**config.mk**
```make
export PLATFORM = sky130hd
export DESIGN_NAME = cycle_measure_ctrl_flat
export DESIGN_NICKNAME = d
export VERILOG_FILES = /design/src/rtl/cycle_measure_ctrl_if.sv /design/src/rtl/cycle_measure_ctrl.sv /design/src/flat_wrapper.sv
export SDC_FILE = /design/constraint.sdc
export NUM_CORES = 1
export LEC_CHECK = 0
export BUFFER_PORTS_ARGS = -buffer_cell sky130_fd_sc_hd__buf_2
export CAP_MARGIN = 20
export CORE_ASPECT_RATIO = 0.8
export CORE_MARGIN = 3
export CORE_UTILIZATION = 45
export DETAILED_ROUTE_END_ITERATION = 8
export PLACE_DENSITY = 0.73
export SLEW_MARGIN = 10
export SYNTH_ARGS = -nofsm -noshare
export SYNTH_HDL_FRONTEND = slang
export SYNTH_SLANG_ARGS = --single-unit
```
**constraint.sdc**
```tcl
create_clock -name CLK -period 3.2 [get_ports CLK]
set_clock_uncertainty 0.1 [all_clocks]
set_input_delay 0.48 -clock CLK [delete_from_list [all_inputs] [get_ports CLK]]
set_output_delay 0.48 -clock CLK [all_outputs]
set_load 0.03 [all_outputs]
```
**src/rtl/cycle_measure_ctrl_if.sv**
```systemverilog
// Host/CSR and counter-side signal bundle for the cycle measurement sequencer.
// The slave modport is the controller; the master modport is the host plus counter side.
interface cycle_measure_ctrl_if #(
  parameter int unsigned ACC_W = 40
);
  logic             start_req;
  logic [7:0]       run_count;
  logic             abort;
  logic             busy;
  logic             seq_start;
  logic             launch;
  logic             has_tripped;
  logic [31:0]      count1;
  logic [31:0]      count2;
  logic             res_valid;
  logic             res_ready;
  logic [ACC_W-1:0] sum1;
  logic [ACC_W-1:0] sum2;
  logic [32:0]      last_diff;
  logic [7:0]       runs_done;
  logic             timeout_err;

  modport master (
    output start_req, run_count, abort, has_tripped, count1, count2, res_ready,
    input  busy, seq_start, launch, res_valid, sum1, sum2, last_diff, runs_done, timeout_err
  );

  modport slave (
    input  start_req, run_count, abort, has_tripped, count1, count2, res_ready,
    output busy, seq_start, launch, res_valid, sum1, sum2, last_diff, runs_done, timeout_err
  );
endinterface

```
**src/rtl/cycle_measure_ctrl.sv**
```systemverilog
// Batch sequencer for the dual-channel cycle counter: arm, launch, wait for trip or timeout,
// accumulate both channel counts and report the batch over a valid/ready result bus.
module cycle_measure_ctrl #(
  parameter int unsigned ARM_CYCLES     = 4,
  parameter int unsigned TIMEOUT_CYCLES = 1000000,
  parameter int unsigned ACC_W          = 40
) (
  input logic                 CLK,
  input logic                 RST,
  cycle_measure_ctrl_if.slave bus
);

  localparam int unsigned ARM_W = (ARM_CYCLES > 1) ? $clog2(ARM_CYCLES) : 1;
  localparam int unsigned TMR_W = $clog2(TIMEOUT_CYCLES);
  localparam int unsigned SUM_W = ACC_W + 1;

  localparam logic [ARM_W-1:0] ARM_LAST = ARM_W'(ARM_CYCLES - 1);
  localparam logic [TMR_W-1:0] TMR_LAST = TMR_W'(TIMEOUT_CYCLES - 1);
  localparam logic [ACC_W-1:0] ACC_MAX  = {ACC_W{1'b1}};

  typedef enum logic [2:0] {
    S_IDLE,
    S_ARM,
    S_LAUNCH,
    S_WAIT,
    S_ACCUM,
    S_REPORT
  } state_e;

  state_e           state_q,       state_d;
  logic [ARM_W-1:0] arm_cnt_q,     arm_cnt_d;
  logic [TMR_W-1:0] tmr_q,         tmr_d;
  logic [7:0]       runs_tgt_q,    runs_tgt_d;
  logic [7:0]       runs_done_q,   runs_done_d;
  logic [ACC_W-1:0] sum1_q,        sum1_d;
  logic [ACC_W-1:0] sum2_q,        sum2_d;
  logic [32:0]      last_diff_q,   last_diff_d;
  logic             timeout_err_q, timeout_err_d;
  logic             seq_start_q,   seq_start_d;
  logic             launch_q,      launch_d;
  logic             res_valid_q,   res_valid_d;

  logic [SUM_W-1:0] sum1_ext;
  logic [SUM_W-1:0] sum2_ext;

  // Next-state, datapath and registered-output decode
  always_comb begin
    state_d       = state_q;
    arm_cnt_d     = arm_cnt_q;
    tmr_d         = tmr_q;
    runs_tgt_d    = runs_tgt_q;
    runs_done_d   = runs_done_q;
    sum1_d        = sum1_q;
    sum2_d        = sum2_q;
    last_diff_d   = last_diff_q;
    timeout_err_d = timeout_err_q;

    sum1_ext = {1'b0, sum1_q} + SUM_W'(bus.count1);
    sum2_ext = {1'b0, sum2_q} + SUM_W'(bus.count2);

    case (state_q)
      S_IDLE: begin
        if (bus.start_req) begin
          runs_done_d   = 8'd0;
          sum1_d        = '0;
          sum2_d        = '0;
          last_diff_d   = 33'd0;
          timeout_err_d = 1'b0;
          if (bus.run_count != 8'd0) begin
            runs_tgt_d = bus.run_count;
            arm_cnt_d  = '0;
            state_d    = S_ARM;
          end else begin
            state_d = S_REPORT;
          end
        end
      end
      S_ARM: begin
        if (bus.abort) begin
          state_d = S_IDLE;
        end else if (arm_cnt_q == ARM_LAST) begin
          state_d = S_LAUNCH;
        end else begin
          arm_cnt_d = arm_cnt_q + ARM_W'(1);
        end
      end
      S_LAUNCH: begin
        if (bus.abort) begin
          state_d = S_IDLE;
        end else begin
          tmr_d   = '0;
          state_d = S_WAIT;
        end
      end
      S_WAIT: begin
        // A trip seen on the final timer cycle still counts as a completed run
        if (bus.abort) begin
          state_d = S_IDLE;
        end else if (bus.has_tripped) begin
          state_d = S_ACCUM;
        end else if (tmr_q == TMR_LAST) begin
          timeout_err_d = 1'b1;
          state_d       = S_REPORT;
        end else begin
          tmr_d = tmr_q + TMR_W'(1);
        end
      end
      S_ACCUM: begin
        if (bus.abort) begin
          state_d = S_IDLE;
        end else begin
          sum1_d      = sum1_ext[ACC_W] ? ACC_MAX : sum1_ext[ACC_W-1:0];
          sum2_d      = sum2_ext[ACC_W] ? ACC_MAX : sum2_ext[ACC_W-1:0];
          last_diff_d = {1'b0, bus.count2} - {1'b0, bus.count1};
          runs_done_d = runs_done_q + 8'd1;
          if (runs_done_d == runs_tgt_q) begin
            state_d = S_REPORT;
          end else begin
            arm_cnt_d = '0;
            state_d   = S_ARM;
          end
        end
      end
      S_REPORT: begin
        if (bus.res_ready) begin
          state_d = S_IDLE;
        end
      end
      default: begin
        state_d = S_IDLE;
      end
    endcase

    // Counter is released only while launching or waiting; everything else holds it clear
    seq_start_d = !((state_d == S_LAUNCH) || (state_d == S_WAIT));
    launch_d    = (state_d == S_LAUNCH);
    res_valid_d = (state_d == S_REPORT);
  end

  always_ff @(posedge CLK or negedge RST) begin
    if (!RST) begin
      state_q       <= S_IDLE;
      arm_cnt_q     <= '0;
      tmr_q         <= '0;
      runs_tgt_q    <= 8'd0;
      runs_done_q   <= 8'd0;
      sum1_q        <= '0;
      sum2_q        <= '0;
      last_diff_q   <= 33'd0;
      timeout_err_q <= 1'b0;
      seq_start_q   <= 1'b1;
      launch_q      <= 1'b0;
      res_valid_q   <= 1'b0;
    end else begin
      state_q       <= state_d;
      arm_cnt_q     <= arm_cnt_d;
      tmr_q         <= tmr_d;
      runs_tgt_q    <= runs_tgt_d;
      runs_done_q   <= runs_done_d;
      sum1_q        <= sum1_d;
      sum2_q        <= sum2_d;
      last_diff_q   <= last_diff_d;
      timeout_err_q <= timeout_err_d;
      seq_start_q   <= seq_start_d;
      launch_q      <= launch_d;
      res_valid_q   <= res_valid_d;
    end
  end

  assign bus.busy        = (state_q != S_IDLE);
  assign bus.seq_start   = seq_start_q;
  assign bus.launch      = launch_q;
  assign bus.res_valid   = res_valid_q;
  assign bus.sum1        = sum1_q;
  assign bus.sum2        = sum2_q;
  assign bus.last_diff   = last_diff_q;
  assign bus.runs_done   = runs_done_q;
  assign bus.timeout_err = timeout_err_q;

endmodule
```
**src/flat_wrapper.sv**
```systemverilog
// flat-port wrapper written by rule: the top's interface ports become plain ports
module cycle_measure_ctrl_flat 
#(
  parameter int unsigned ARM_CYCLES     = 4,
  parameter int unsigned TIMEOUT_CYCLES = 1000000,
  parameter int unsigned ACC_W          = 40
)
  (CLK, RST, bus_start_req, bus_run_count, bus_abort, bus_has_tripped, bus_count1, bus_count2, bus_res_ready, bus_busy, bus_seq_start, bus_launch, bus_res_valid, bus_sum1, bus_sum2, bus_last_diff, bus_runs_done, bus_timeout_err);
  cycle_measure_ctrl_if #(.ACC_W(ACC_W)) bus_i ();
  input logic CLK;
  input logic RST;
  input wire logic [$bits(bus_i.start_req)-1:0] bus_start_req;
  input wire logic [$bits(bus_i.run_count)-1:0] bus_run_count;
  input wire logic [$bits(bus_i.abort)-1:0] bus_abort;
  input wire logic [$bits(bus_i.has_tripped)-1:0] bus_has_tripped;
  input wire logic [$bits(bus_i.count1)-1:0] bus_count1;
  input wire logic [$bits(bus_i.count2)-1:0] bus_count2;
  input wire logic [$bits(bus_i.res_ready)-1:0] bus_res_ready;
  output wire logic [$bits(bus_i.busy)-1:0] bus_busy;
  output wire logic [$bits(bus_i.seq_start)-1:0] bus_seq_start;
  output wire logic [$bits(bus_i.launch)-1:0] bus_launch;
  output wire logic [$bits(bus_i.res_valid)-1:0] bus_res_valid;
  output wire logic [$bits(bus_i.sum1)-1:0] bus_sum1;
  output wire logic [$bits(bus_i.sum2)-1:0] bus_sum2;
  output wire logic [$bits(bus_i.last_diff)-1:0] bus_last_diff;
  output wire logic [$bits(bus_i.runs_done)-1:0] bus_runs_done;
  output wire logic [$bits(bus_i.timeout_err)-1:0] bus_timeout_err;
  assign bus_i.start_req = bus_start_req;
  assign bus_i.run_count = bus_run_count;
  assign bus_i.abort = bus_abort;
  assign bus_i.has_tripped = bus_has_tripped;
  assign bus_i.count1 = bus_count1;
  assign bus_i.count2 = bus_count2;
  assign bus_i.res_ready = bus_res_ready;
  assign bus_busy = bus_i.busy;
  assign bus_seq_start = bus_i.seq_start;
  assign bus_launch = bus_i.launch;
  assign bus_res_valid = bus_i.res_valid;
  assign bus_sum1 = bus_i.sum1;
  assign bus_sum2 = bus_i.sum2;
  assign bus_last_diff = bus_i.last_diff;
  assign bus_runs_done = bus_i.runs_done;
  assign bus_timeout_err = bus_i.timeout_err;
  cycle_measure_ctrl #(.ARM_CYCLES(ARM_CYCLES), .TIMEOUT_CYCLES(TIMEOUT_CYCLES), .ACC_W(ACC_W)) u_core (.CLK(CLK), .RST(RST), .bus(bus_i));
endmodule
```
After elaboration in Yosys (flattened, before gate mapping)

Cells that the tools add are included.

Add/sub/neg operators: 6
Divide/modulo/power cells: 0
Multiply operators: 0
Bitwise gates (word level): 0
Shifts and indexed selects: 0
Reductions and logical operators: 14
Equal/unequal tests: 22
Multiplexer cells: 42
Order comparisons: 0

Operators by type and width:

| operator                                                               | count |
|---|---|
| 40-bit 2-to-1 mux                                                      | 5 |
| 40-bit one-hot mux with 2 select lines                                 | 2 |
| 40-bit by 32-bit adder with 41-bit output                              | 2 |
| 20-bit 2-to-1 mux                                                      | 4 |
| 33-bit 2-to-1 mux                                                      | 2 |
| 33-bit one-hot mux with 2 select lines                                 | 1 |
| 20-bit one-hot mux with 2 select lines                                 | 1 |
| 32-bit by 32-bit subtractor with 33-bit output                         | 1 |
| 3-bit 2-to-1 mux                                                       | 10 |
| 20-bit by 1-bit adder with 20-bit output (second input constant)       | 1 |
| 20-bit equality test (second input constant)                           | 1 |
| 2-bit != test (second input constant)                                  | 9 |
| 3-bit one-hot mux with 6 select lines                                  | 1 |
| 8-bit 2-to-1 mux                                                       | 2 |
| 8-bit one-hot mux with 2 select lines                                  | 1 |
| 2-bit 2-to-1 mux                                                       | 7 |
| 3-bit by 2-bit equality test with 1-bit output (second input constant) | 4 |
| 5-bit AND reduction                                                    | 2 |
| 3-bit equality test (second input constant)                            | 3 |
| 8-bit by 1-bit adder with 8-bit output (second input constant)         | 1 |
| 8-bit equality test                                                    | 1 |
| 8-bit nonzero test                                                     | 1 |
| 7-bit AND reduction                                                    | 1 |
| 2-bit one-hot mux with 3 select lines                                  | 1 |
| other kinds (12)                                                       | 20 |

Input bits: 78
Memory bits (read-only): 0
Logic and storage cells: 96
Bits in latches: 0
Output and inout port bits: 126
Register bits after elaboration: 158
Memories kept: 0
Bits in writable memories: 0

Longest topological paths before layout

Gate-level depths: netlist (run 1).

Depth in word-level cells: 8
Gate-level depth with buffers: 14
Mapped depth without buffers: 14

Worst setup path before layout (run 1)

Ideal clock, no wire load.

Kind: reg2reg
Start: register u_core.sum1_q[0], in the netlist u_core.bus.sum1[0]
End: register u_core.sum1_q[33], in the netlist u_core.bus.sum1[33]
Period minus slack after synthesis: 3.257 ns
Data arrival time: 2.997 ns
Buffers on the path: 0
Slack: -0.057 ns
Setup time: 0.160 ns
Stages on the path, launching flop included: 13
Data required time: 2.940 ns
Cells stage by stage: dfrtp_1 > ha_1 > fa_1 > a211oi_2 > o21ai_0 > a21oi_2 > a31oi_4 > a41oi_4 > o31ai_4 > o21a_2 > or3_1 > inv_1 > a311oi_1

Longest elaborated chain between the ends: 4

RTL lines:

| element                                   | RTL line                  | text |
|---|---|---|
| from (decl)                               | cycle_measure_ctrl.sv:35  | `logic [ACC_W-1:0] sum1_q, sum1_d;` |
| from (signal assigned)                    | cycle_measure_ctrl.sv:160 | `sum1_q <= sum1_d;` |
| 40-bit by 32-bit adder with 41-bit output | cycle_measure_ctrl.sv:58  | `sum1_ext = {1'b0, sum1_q} + SUM_W'(bus.count1);` |
| 40-bit 2-to-1 mux                         | cycle_measure_ctrl.sv:112 | `sum1_d = sum1_ext[ACC_W] ? ACC_MAX : sum1_ext[ACC_W-1:0];` |
| 40-bit 2-to-1 mux                         | cycle_measure_ctrl.sv:109 | `if (bus.abort) begin` |
| 40-bit one-hot mux with 2 select lines    | cycle_measure_ctrl.sv:61  | `case (state_q)` |

No other way between the ends. The select of a mux whose other input is x is not followed.
A chain may end at the register's enable or synchronous reset.

Final worst setup path (run 1)

Start: register u_core.sum2_q[4], in the netlist u_core.bus.sum2[4]
End: register u_core.sum2_q[34], in the netlist u_core.bus.sum2[34]

Longest elaborated chain between the ends: 4

RTL lines:

| element                                   | RTL line                  | text |
|---|---|---|
| from (decl)                               | cycle_measure_ctrl.sv:36  | `logic [ACC_W-1:0] sum2_q, sum2_d;` |
| from (signal assigned)                    | cycle_measure_ctrl.sv:161 | `sum2_q <= sum2_d;` |
| 40-bit by 32-bit adder with 41-bit output | cycle_measure_ctrl.sv:59  | `sum2_ext = {1'b0, sum2_q} + SUM_W'(bus.count2);` |
| 40-bit 2-to-1 mux                         | cycle_measure_ctrl.sv:113 | `sum2_d = sum2_ext[ACC_W] ? ACC_MAX : sum2_ext[ACC_W-1:0];` |
| 40-bit 2-to-1 mux                         | cycle_measure_ctrl.sv:109 |  |
| 40-bit one-hot mux with 2 select lines    | cycle_measure_ctrl.sv:61  |  |

No other way between the ends. The select of a mux whose other input is x is not followed.

==> results of run 1 <==
## area by class of cell
class / count / area, um2
multi-input cells: 1072 / 7362
clock buffers: 21 / 470.5
fillers: 2297 / 10980
repair buffers: 304 / 1819
clock inverters: 11 / 156.4
flip-flops and latches: 158 / 3956
inverters: 60 / 225.2
well taps: 324 / 405.4
diodes: 1 / 2.502
## power by group through the flow
stage | Sequential, uW | Clock, uW | Combinational, uW
after floorplan | 2230 | 0 | 828
after global placement | 2210 | 0 | 1320
after detailed placement | 2210 | 0 | 1350
after CTS | 2170 | 2210 | 1360
after global routing | 2190 | 2290 | 1510
final | 2170 | 2190 | 1370
## routing by layer
layer / GRT usage (%) / vias up / wire [um]
li1: - / 5454 / -
met1: 37.47 / 5449 / 16940
met2: 39.84 / 465 / 16210
met3: 5.273 / 54 / 2820
met4: 6.550 / 2 / 739
met5: 0 / - / 11
## kinds of logic after synthesis
family	synth area share (%)
buffers and inverters	3.520
DFF	33.93
xor gates and xnor gates	7.964
muxes	1.127
and+or+nand+nor	15.97
adders and majority gates	11.14
AOI/OAI and AO/OA	26.35
## registers in the layout, summed over array words and instances, names as in the netlist
signal	flops
u_core.bus.sum1	40
u_core.bus.sum2	40
u_core.bus.last_diff	33
u_core.tmr_q	20
u_core.bus.runs_done	8
u_core.runs_tgt_q	8
u_core.state_q	3
u_core.arm_cnt_q	2
u_core.bus.launch	1
u_core.bus.res_valid	1
u_core.bus.seq_start	1
u_core.bus.timeout_err	1
## path summary, 6_finish.rpt
check,end,cells past startpoint,from
min,u_core.runs_tgt_q[0]$_DFFE_PN0P_,3,bus_run_count[0]
max,u_core.bus.sum2[34]$_DFFE_PN0P_,12,u_core.bus.sum2[4]$_DFFE_PN0P_
max in group asynchronous,u_core.bus.sum2[0]$_DFFE_PN0P_,3,RST
min reg2reg,u_core.bus.last_diff[21]$_DFFE_PN0P_,2,u_core.bus.last_diff[21]$_DFFE_PN0P_
min in group asynchronous,u_core.runs_tgt_q[4]$_DFFE_PN0P_,2,RST
max reg2reg,u_core.bus.sum2[34]$_DFFE_PN0P_,12,u_core.bus.sum2[4]$_DFFE_PN0P_
## timing repair
item,in CTS,in global routing
gates resized for setup,0,15
endpoints found under the hold margin,15,0
hold buffers,1,0
endpoints found under the setup margin,0,48
## placed cells by master (no fill, tap or decap), drive strengths merged, types with 47 or more instances in the layout
cell type  count
inv           62
buf          303
o21ai        106
a21o          53
a31oi         52
xor2          47
xnor2         59
nor2          89
ha            99
a21oi        147
dfrtp        157
nand2        121
## through the flow
| stage | power, uW | util (%) | setup WS (ns) |
|---|---|---|---|
| 2_1_floorplan | 3061 | - | 0.01143 |
| 3_3_place_gp | 3529 | 54.00 | -0.06754 |
| 3_5_place_dp | 3560 | 54.00 | -0.1524 |
| 4_1_cts | 5747 | 56.51 | 0.01698 |
| 5_1_grt | 5982 | 56.74 | -0.01007 |
| 6_report | 5735 | 56.74 | 0.1217 |
## worst max-delay path, stage by stage (launching register included)
cell and delay [ns]:
dfrtp_1 0.44, ha_1 0.33, buf_4 0.16, a21o_1 0.20, a21oi_2 0.19, a21oi_1 0.12, o2111a_1 0.30, nor3_4 0.20
a211oi_2 0.13, o21a_1 0.23, buf_4 0.16, nor2b_1 0.15, a311oi_1 0.29
==> metrics.cfg, run 1 <==
[run_status]
status=finished, final reports clean

[sta]
slew-limit-headroom_pct=44.25
hold_viol_final=0
slew_viol_final=0
setup_violations=0
holdWs_ns=0.1634
tns_ns=0
worst_slew_pin_slew_ns=0.8342
min_period_ns=3.078
fin_crit_sh_pct=96.20
fmax_ghz=0.3249

[yosys]
synth_top_area_share_pct=33.70
synth_cell_type_count=89
synth.avg_cell_area_um2=8.739
synth_area_leaders=dfrtp_1 (34%), ha_1 (11%), a21oi_1 (6.2%)
synth_seq_area_share_pct=33.93
ys_ff_latch=158
synth_nets=1514
synth_edf_count=0
synthTopCellsByCount=dfrtp_1 (157), a21oi_1 (144), nand2_1 (118), ha_1 (99), o21ai_0 (98)
yosysWarnings=0
synth_area_leader_cell=dfrtp_1
synthArstFlopShare_pct=100.0
yosysMostFrequentCell=dfrtp_1
synth_cells=1334
syn_area_um2=11660
synthFlopType=dfrtp_1

[clocking]
cts_tree=yes
htreeDepth=4
clkSlewWorstSetupHoldPaths_ns=0.07
clock_latency_ns=0.44
clockBufferDepth=2
post_cts_buffers=0
cts.sinks=158
root_buffer=clkbuf_16
cts_buffers=17

[placed_design]
hpwl_mm=28.09
placed_area_um2=13700
place_congestion=1.030
numPortBuffers=203
dp_cells=1917

[finish]
drive_above_1_share_pct=24.29
fin_cells=1951
final_cell_area_um2=14400
syn_to_final_growth_pct=23.51
fin_nets=1793

[floorplan]
fp.dieH_um=150.0
core-area_um2=25370
start_util_pct=45.94
ios=204
design.die.area_um2=27890
fp-row-count=52
die_x_um=186.0

[power]
p_clk_share_pct=38.2
power_leakage_uw=0.007571
internal_power_uw=3945
power.share.sequential_pct=37.9
powerDensity_nw_per_um2=398.3
power_frac_comb_pct=23.9
ir_drop_v=0.0003147
power_switching_uw=1790
swShare_pct=31.21

[grt]
grt.total_usage_pct=25.94
grt_antenna_before_repair=2
grt_pass1_vias=10898
grt_overflow_total=0
grt_pass1_wl_mm=57.29
grt_start_max_net_pins=110

[detailed_routing]
route.vias.total=11424
via_per_inst=5.855
drc_errors=0
drtIter0Drc=850
wl_mm=36.72
drt_first_pass_iters=7
wire_per_inst_um=18.82
ant_nets=0

[setup_path]
cp_data_arrival_time_ns=3.31
worstSetupPathType=flip-flop to flip-flop
r2r_slack_ns=0.12
crit_required_ns=3.43
endpoint_kind=flip-flop
cp_max_fo=6
start_kind=flip-flop

[job]
drv_cap=0

[worst_hold_path]
hold_path.class=primary input to flip-flop

Power figures use the tool's default switching activity.
==> run 2: changes to the inputs <==
CELL_PAD_IN_SITES_DETAIL_PLACEMENT = 0   (was default)
CELL_PAD_IN_SITES_GLOBAL_PLACEMENT = 1   (was default)
CORE_UTILIZATION = 43   (was 45)
PLACE_DENSITY = 0.85   (was 0.73)
clock period = 2.95 ns   (was 3.2 ns; I/O delays follow)
==> run 2 against run 1 <==
  * Wire length rose by 9.2%
  * Combinational power rose by 26%
  * Critical path depth fell by 2
  * Non-clock buffer count rose by 138
  * Clock-buffer cell count fell by 3
  * Die area rose by 4.5%
  * Final cell count rose by 8.7%
  * Sequential power rose by 9%
  * The run now ends with negative setup slack left
  * Global-route usage rose by 0.31 points
  * Core utilization rose by 5.3 points
  * Register-to-register slack got worse by 0.17 ns
==> metrics.cfg, run 2 (same netlist as run 1, synthesis figures left out) <==
[sta]
rsz0062_at_grt=yes
hold_viol_final=0  ; unchanged
min_period_ns=3.000  ; -0.07828 ns
tns_ns=-0.6802  ; -0.6802 ns
slew-limit-headroom_pct=52.86  ; +8.6 points
fin_crit_sh_pct=101.7  ; +5.5 points
slew_viol_final=0  ; unchanged
setup_ws_ns=-0.05000  ; -0.1717 ns
setup_violations=26  ; +26
fmax_ghz=0.3333  ; +2.6%
worst_slew_pin_slew_ns=0.7071  ; -0.1271 ns

[clocking]
cts.sinks=158  ; unchanged
clkSlewWorstSetupHoldPaths_ns=0.07  ; about the same
cts_tree=yes
clock_latency_ns=0.44  ; about the same
clockBufferDepth=2  ; unchanged
root_buffer=clkbuf_16
htreeDepth=4  ; unchanged
cts_buffers=17  ; unchanged

[job]
drv_cap=0  ; unchanged

[detailed_routing]
wl_mm=40.10  ; +9.2%
wire_per_inst_um=18.91  ; +0.45%
via_per_inst=5.631  ; -3.8%
route.vias.total=11943  ; +4.5%
ant_nets=0  ; unchanged
drc_errors=0  ; unchanged
drtIter0Drc=774  ; -8.9%
drt_first_pass_iters=5  ; -2

[grt]
grt_start_max_net_pins=65  ; -41%
grt_pass1_vias=11415  ; +4.7%
grt_pass1_wl_mm=61.20  ; +6.8%
grt_antenna_before_repair=0  ; -2
grt.total_usage_pct=26.25  ; +0.31 points
grt_overflow_total=0  ; unchanged

[floorplan]
fp.dieH_um=153.3  ; +2.2%
core-area_um2=26460  ; +4.3%
start_util_pct=44.06  ; -1.9 points
die_x_um=190.1  ; +2.2%
ios=204  ; unchanged
fp-row-count=53  ; +1.9%
design.die.area_um2=29130  ; +4.5%

[finish]
fin_nets=1931  ; +7.7%
antenna_cells=0  ; -1
drive_above_1_share_pct=36.00  ; +12 points
nFillCells=2242  ; -2.4%
fin_cells=2121  ; +8.7%
final_common_cell=buf_4
mostFrequentLayoutCells=buf_4 (218), buf_2 (202), dfrtp_1 (149)
syn_to_final_growth_pct=40.73

[setup_path]
crit_required_ns=3.17  ; -0.26 ns
cp_max_fo=3  ; -3
reg2reg_from=u_core.bus.sum2[8]$_DFFE_PN0P_
start_kind=flip-flop
worstSetupPathType=flip-flop to flip-flop
rr_endpoint=u_core.bus.sum2[31]$_DFFE_PN0P_
r2r_cells=10  ; -2
r2r_slack_ns=-0.05  ; -0.17 ns
endpoint_kind=flip-flop
cp_data_arrival_time_ns=3.22  ; -0.09 ns

[placed_design]
hpwl_mm=29.79  ; +6.0%
place_congestion=0.9792  ; -5.0%
numPortBuffers=203  ; unchanged
dp_cells=2056  ; +7.3%

[worst_hold_path]
hold_end=u_core.runs_tgt_q[0]$_DFFE_PN0P_
hold_path.class=primary input to flip-flop
min_from=bus_run_count[0]
hold_depth=3  ; unchanged

[power]
powerDensity_nw_per_um2=383.7  ; -3.7%
ir_drop_v=0.0004106  ; +30%
power_leakage_uw=0.008341  ; +10%

[run_status]
failed_checks=negative setup slack
status=finished, violations left

==> run 2: changes by cell type in the layout (fill, tap and decap cells not counted), sizes merged <==
cell | previous run | this run
clkinv | 6 | 3
diode | 1 | 0
clkinvlp | 0 | 4
buf | 303 | 438
bufinv | 3 | 1
inv | 62 | 66
==> run 2: timing repair <==
action,4_1_cts,5_1_grt
endpoints found under the hold margin,59,0
pin swaps,24,51
setup buffers,9,20
endpoints found under the setup margin,58,89
gates cloned,1,3
gates resized for setup,28,127
hold buffers,1,0
==> run 2: where the power goes <==
group          switching [uW]  internal (uW)  total, uW
Clock                    1020           1200       2220
Combinational             979            741       1720
Sequential               87.0           2270       2360
==> run 2: critical path: stages (launching register included) <==
cell and delay (ns):
dfrtp_2 0.43, ha_4 0.23, a21oi_2 0.14, o21ai_2 0.09
a221o_1 0.36, o32a_4 0.40, a311oi_4 0.36, nor3_4 0.07
or3_1 0.37, a32oi_1 0.25, o21ai_2 0.08
==> run 2: metal layers <==
layer  track usage [%]  routed length (um)  vias to the layer above
met3             4.792                2601                       56
met2             40.80               18110                      380
met1             37.58               18490                     5765
li1                  -                   -                     5742
met4             7.143                 890                        0
met5                 0                   0                        -
==> run 2: stage by stage <==
step	worst slack (ns)	utilization (%)	hold WS [ns]	power [uW]	instance area (um2)
after detailed placement	-0.3192	55.29	0.3667	3998	14630
final	-0.05000	62.00	0.1162	6294	16410
after global placement	-0.2639	55.29	0.3566	3965	14630
after floorplan	-0.05460	-	0.04691	3324	11710
after global routing	-0.1668	62.00	0.1110	6605	16410
after CTS	-0.05882	58.42	0.1034	6218	15460
==> run 2: worst max path at each step <==
stage	to	cells after the start	startpoint
floorplan	u_core.bus.sum1[33]$_DFFE_PN0P_	12	u_core.bus.sum1[0]$_DFFE_PN0P_
global placement	u_core.bus.last_diff[30]$_DFFE_PN0P_	14	bus_count1[0]
detailed placement	u_core.bus.sum2[28]$_DFFE_PN0P_	14	bus_count2[0]
CTS	u_core.bus.sum2[28]$_DFFE_PN0P_	13	u_core.bus.sum2[0]$_DFFE_PN0P_
global route	u_core.bus.sum2[37]$_DFFE_PN0P_	13	u_core.bus.sum2[0]$_DFFE_PN0P_
finish	u_core.bus.sum2[31]$_DFFE_PN0P_	10	u_core.bus.sum2[8]$_DFFE_PN0P_
==> run 2: final cells by class <==
class / instances / area [um2] / share of cell area (%)
Multi-Input combinational cell: 1072 / 8160 / 49.74
Sequential cell: 158 / 3965 / 24.17
Timing Repair Buffer: 442 / 3038 / 18.52
Tap cell: 357 / 446.7 / 2.723
Clock buffer: 18 / 439.2 / 2.677
Inverter: 60 / 225.2 / 1.373
Clock inverter: 14 / 131.4 / 0.8008
==> run 3: changes to the inputs <==
SKIP_CTS_REPAIR_TIMING = 1   (was default)
==> run 3 against run 2 <==
  * The flow still finishes with violations (negative setup slack)
  * Non-clock buffer count down 6
  * Die area unchanged
  * Highest routed layer unchanged
  * Maximum frequency down 2.0%
  * Setup slack worse by 0.061 ns
  * Critical endpoint is now u_core.bus.sum2[18]$_DFFE_PN0P_
  * Combinational power about the same
  * Largest power group unchanged
  * Sequential power about the same
  * Sequential cell count unchanged
==> metrics.cfg, run 3 (same netlist as run 1, synthesis figures left out) <==
[grt]
grt_overflow_total=0  ; unchanged
grt.total_usage_pct=25.82  ; -0.42 points
grt_pass1_vias=11322  ; -0.81%
grt_start_max_net_pins=65  ; unchanged
grt_pass1_wl_mm=60.38  ; -1.3%
grt_antenna_before_repair=0  ; unchanged

[placed_design]
numPortBuffers=203  ; unchanged
dp_cells=2056  ; unchanged
dp_slack_ns=-0.3192  ; unchanged
hpwl_mm=29.79  ; unchanged
placed_area_um2=14630  ; unchanged
place_congestion=0.9792  ; unchanged

[finish]
final_cell_area_um2=16300  ; -0.66%
antenna_cells=0  ; unchanged
final_common_cell=buf_4
fin_nets=1925  ; -0.31%
mostFrequentLayoutCells=buf_4 (211), buf_2 (202), dfrtp_1 (148)
syn_to_final_growth_pct=39.81
fin_cells=2115  ; -0.28%
nFillCells=2265  ; +1.0%
drive_above_1_share_pct=35.55  ; -0.45 points

[detailed_routing]
wire_per_inst_um=18.98  ; +0.40%
wl_mm=40.14  ; +0.11%
drt_first_pass_iters=5  ; unchanged
route.vias.total=11944  ; +0.0084%
drtIter0Drc=877  ; +13%
via_per_inst=5.647  ; +0.29%
drc_errors=0  ; unchanged
ant_nets=0  ; unchanged

[clocking]
cts.sinks=158  ; unchanged
clockBufferDepth=2  ; unchanged
cts_buffers=17  ; unchanged
clkSlewWorstSetupHoldPaths_ns=0.07  ; about the same
clock_latency_ns=0.44  ; about the same
cts_tree=yes
root_buffer=clkbuf_16
htreeDepth=4  ; unchanged

[floorplan]
die_x_um=190.1  ; unchanged
design.die.area_um2=29130  ; unchanged
core-area_um2=26460  ; unchanged
fp-row-count=53  ; unchanged
fp.dieH_um=153.3  ; unchanged
start_util_pct=44.06  ; unchanged
ios=204  ; unchanged

[power]
ir_drop_v=0.0004091  ; -0.36%
power_leakage_uw=0.008305  ; -0.43%
powerDensity_nw_per_um2=385.6  ; +0.50%

[setup_path]
cp_data_arrival_time_ns=3.24  ; +0.02 ns
cp_max_fo=5  ; +2
start_kind=flip-flop
crit_required_ns=3.13  ; -0.04 ns
worstSetupPathType=flip-flop to flip-flop
endpoint_kind=flip-flop

[job]
drv_cap=0  ; unchanged

[run_status]
status=finished, violations left
failed_checks=negative setup slack

[sta]
rsz0062_at_grt=yes
slew_viol_final=0  ; unchanged
hold_viol_final=0  ; unchanged
fin_crit_sh_pct=103.8  ; +2.1 points
fmax_ghz=0.3267  ; -2.0%
worst_slew_pin_slew_ns=0.7271  ; +0.01991 ns
setup_violations=38  ; +46%
setup_ws_ns=-0.1108  ; -0.06085 ns
slew-limit-headroom_pct=51.53  ; -1.3 points
min_period_ns=3.061  ; +0.06085 ns
tns_ns=-1.980  ; -1.300 ns

[worst_hold_path]
hold_path.class=primary input to flip-flop

[run 3: layout make-up]
| cell class | instances | area (um2) | area share [%] |
|---|---|---|---|
| clock buffers | 18 | 439.2 | 2.695 |
| clock inverters | 14 | 131.4 | 0.8061 |
| inverters | 60 | 225.2 | 1.382 |
| multi-input cells | 1072 | 8124 | 49.85 |
| flip-flops and latches | 158 | 3966 | 24.34 |
| well taps | 357 | 446.7 | 2.741 |
| repair buffers | 436 | 2965 | 18.19 |
[run 3: where the power goes]
| part | switching (uW) | internal, uW |
|---|---|---|
| clock network | 1010 | 1200 |
| registers | 87.2 | 2270 |
| logic | 984 | 733 |
| total | 2080 | 4200 |
[run 3: final timing paths]
kind,from,depth (start not counted),end,slack (ns)
worst max-delay path,u_core.bus.sum2[0]$_DFFE_PN0P_,13,u_core.bus.sum2[18]$_DFFE_PN0P_,-0.11
worst min-delay path,bus_run_count[0],3,u_core.runs_tgt_q[0]$_DFFE_PN0P_,0.12
worst max register to register,u_core.bus.sum2[0]$_DFFE_PN0P_,13,u_core.bus.sum2[18]$_DFFE_PN0P_,-0.11
worst min register to register,u_core.bus.last_diff[23]$_DFFE_PN0P_,2,u_core.bus.last_diff[23]$_DFFE_PN0P_,0.37
max in group asynchronous,RST,3,u_core.tmr_q[18]$_DFFE_PN0P_,1.48
min in group asynchronous,RST,2,u_core.bus.last_diff[15]$_DFFE_PN0P_,0.47
[run 3: metal layers]
| metal | track usage, % | wire length [um] |
|---|---|---|
| met1 | 37.69 | 18500 |
| met2 | 40.08 | 18380 |
| met3 | 4.082 | 2516 |
| met4 | 6.369 | 745 |
| met5 | 0 | 0 |
[run 3: through the flow]
stage                     hold WS [ns]  power [uW]  utilization, %
final                           0.1183        6284           61.60
after global routing            0.1110        6602           61.60
after CTS                     -0.07921        6206           57.45
after detailed placement        0.3667        3998           55.29
after global placement          0.3566        3965           55.29
after floorplan                0.04691        3324               -
[run 3: critical path: stages, from the launching register on]
cell and delay (ns):
dfrtp_2 0.43, ha_4 0.17, fa_2 0.36, a21o_1 0.19
nand4_1 0.14, a21oi_2 0.09, o2111a_2 0.31, nor3_4 0.24
a211oi_2 0.12, o21a_1 0.25, nand2_4 0.15, buf_12 0.13
buf_8 0.13, a31oi_1 0.10
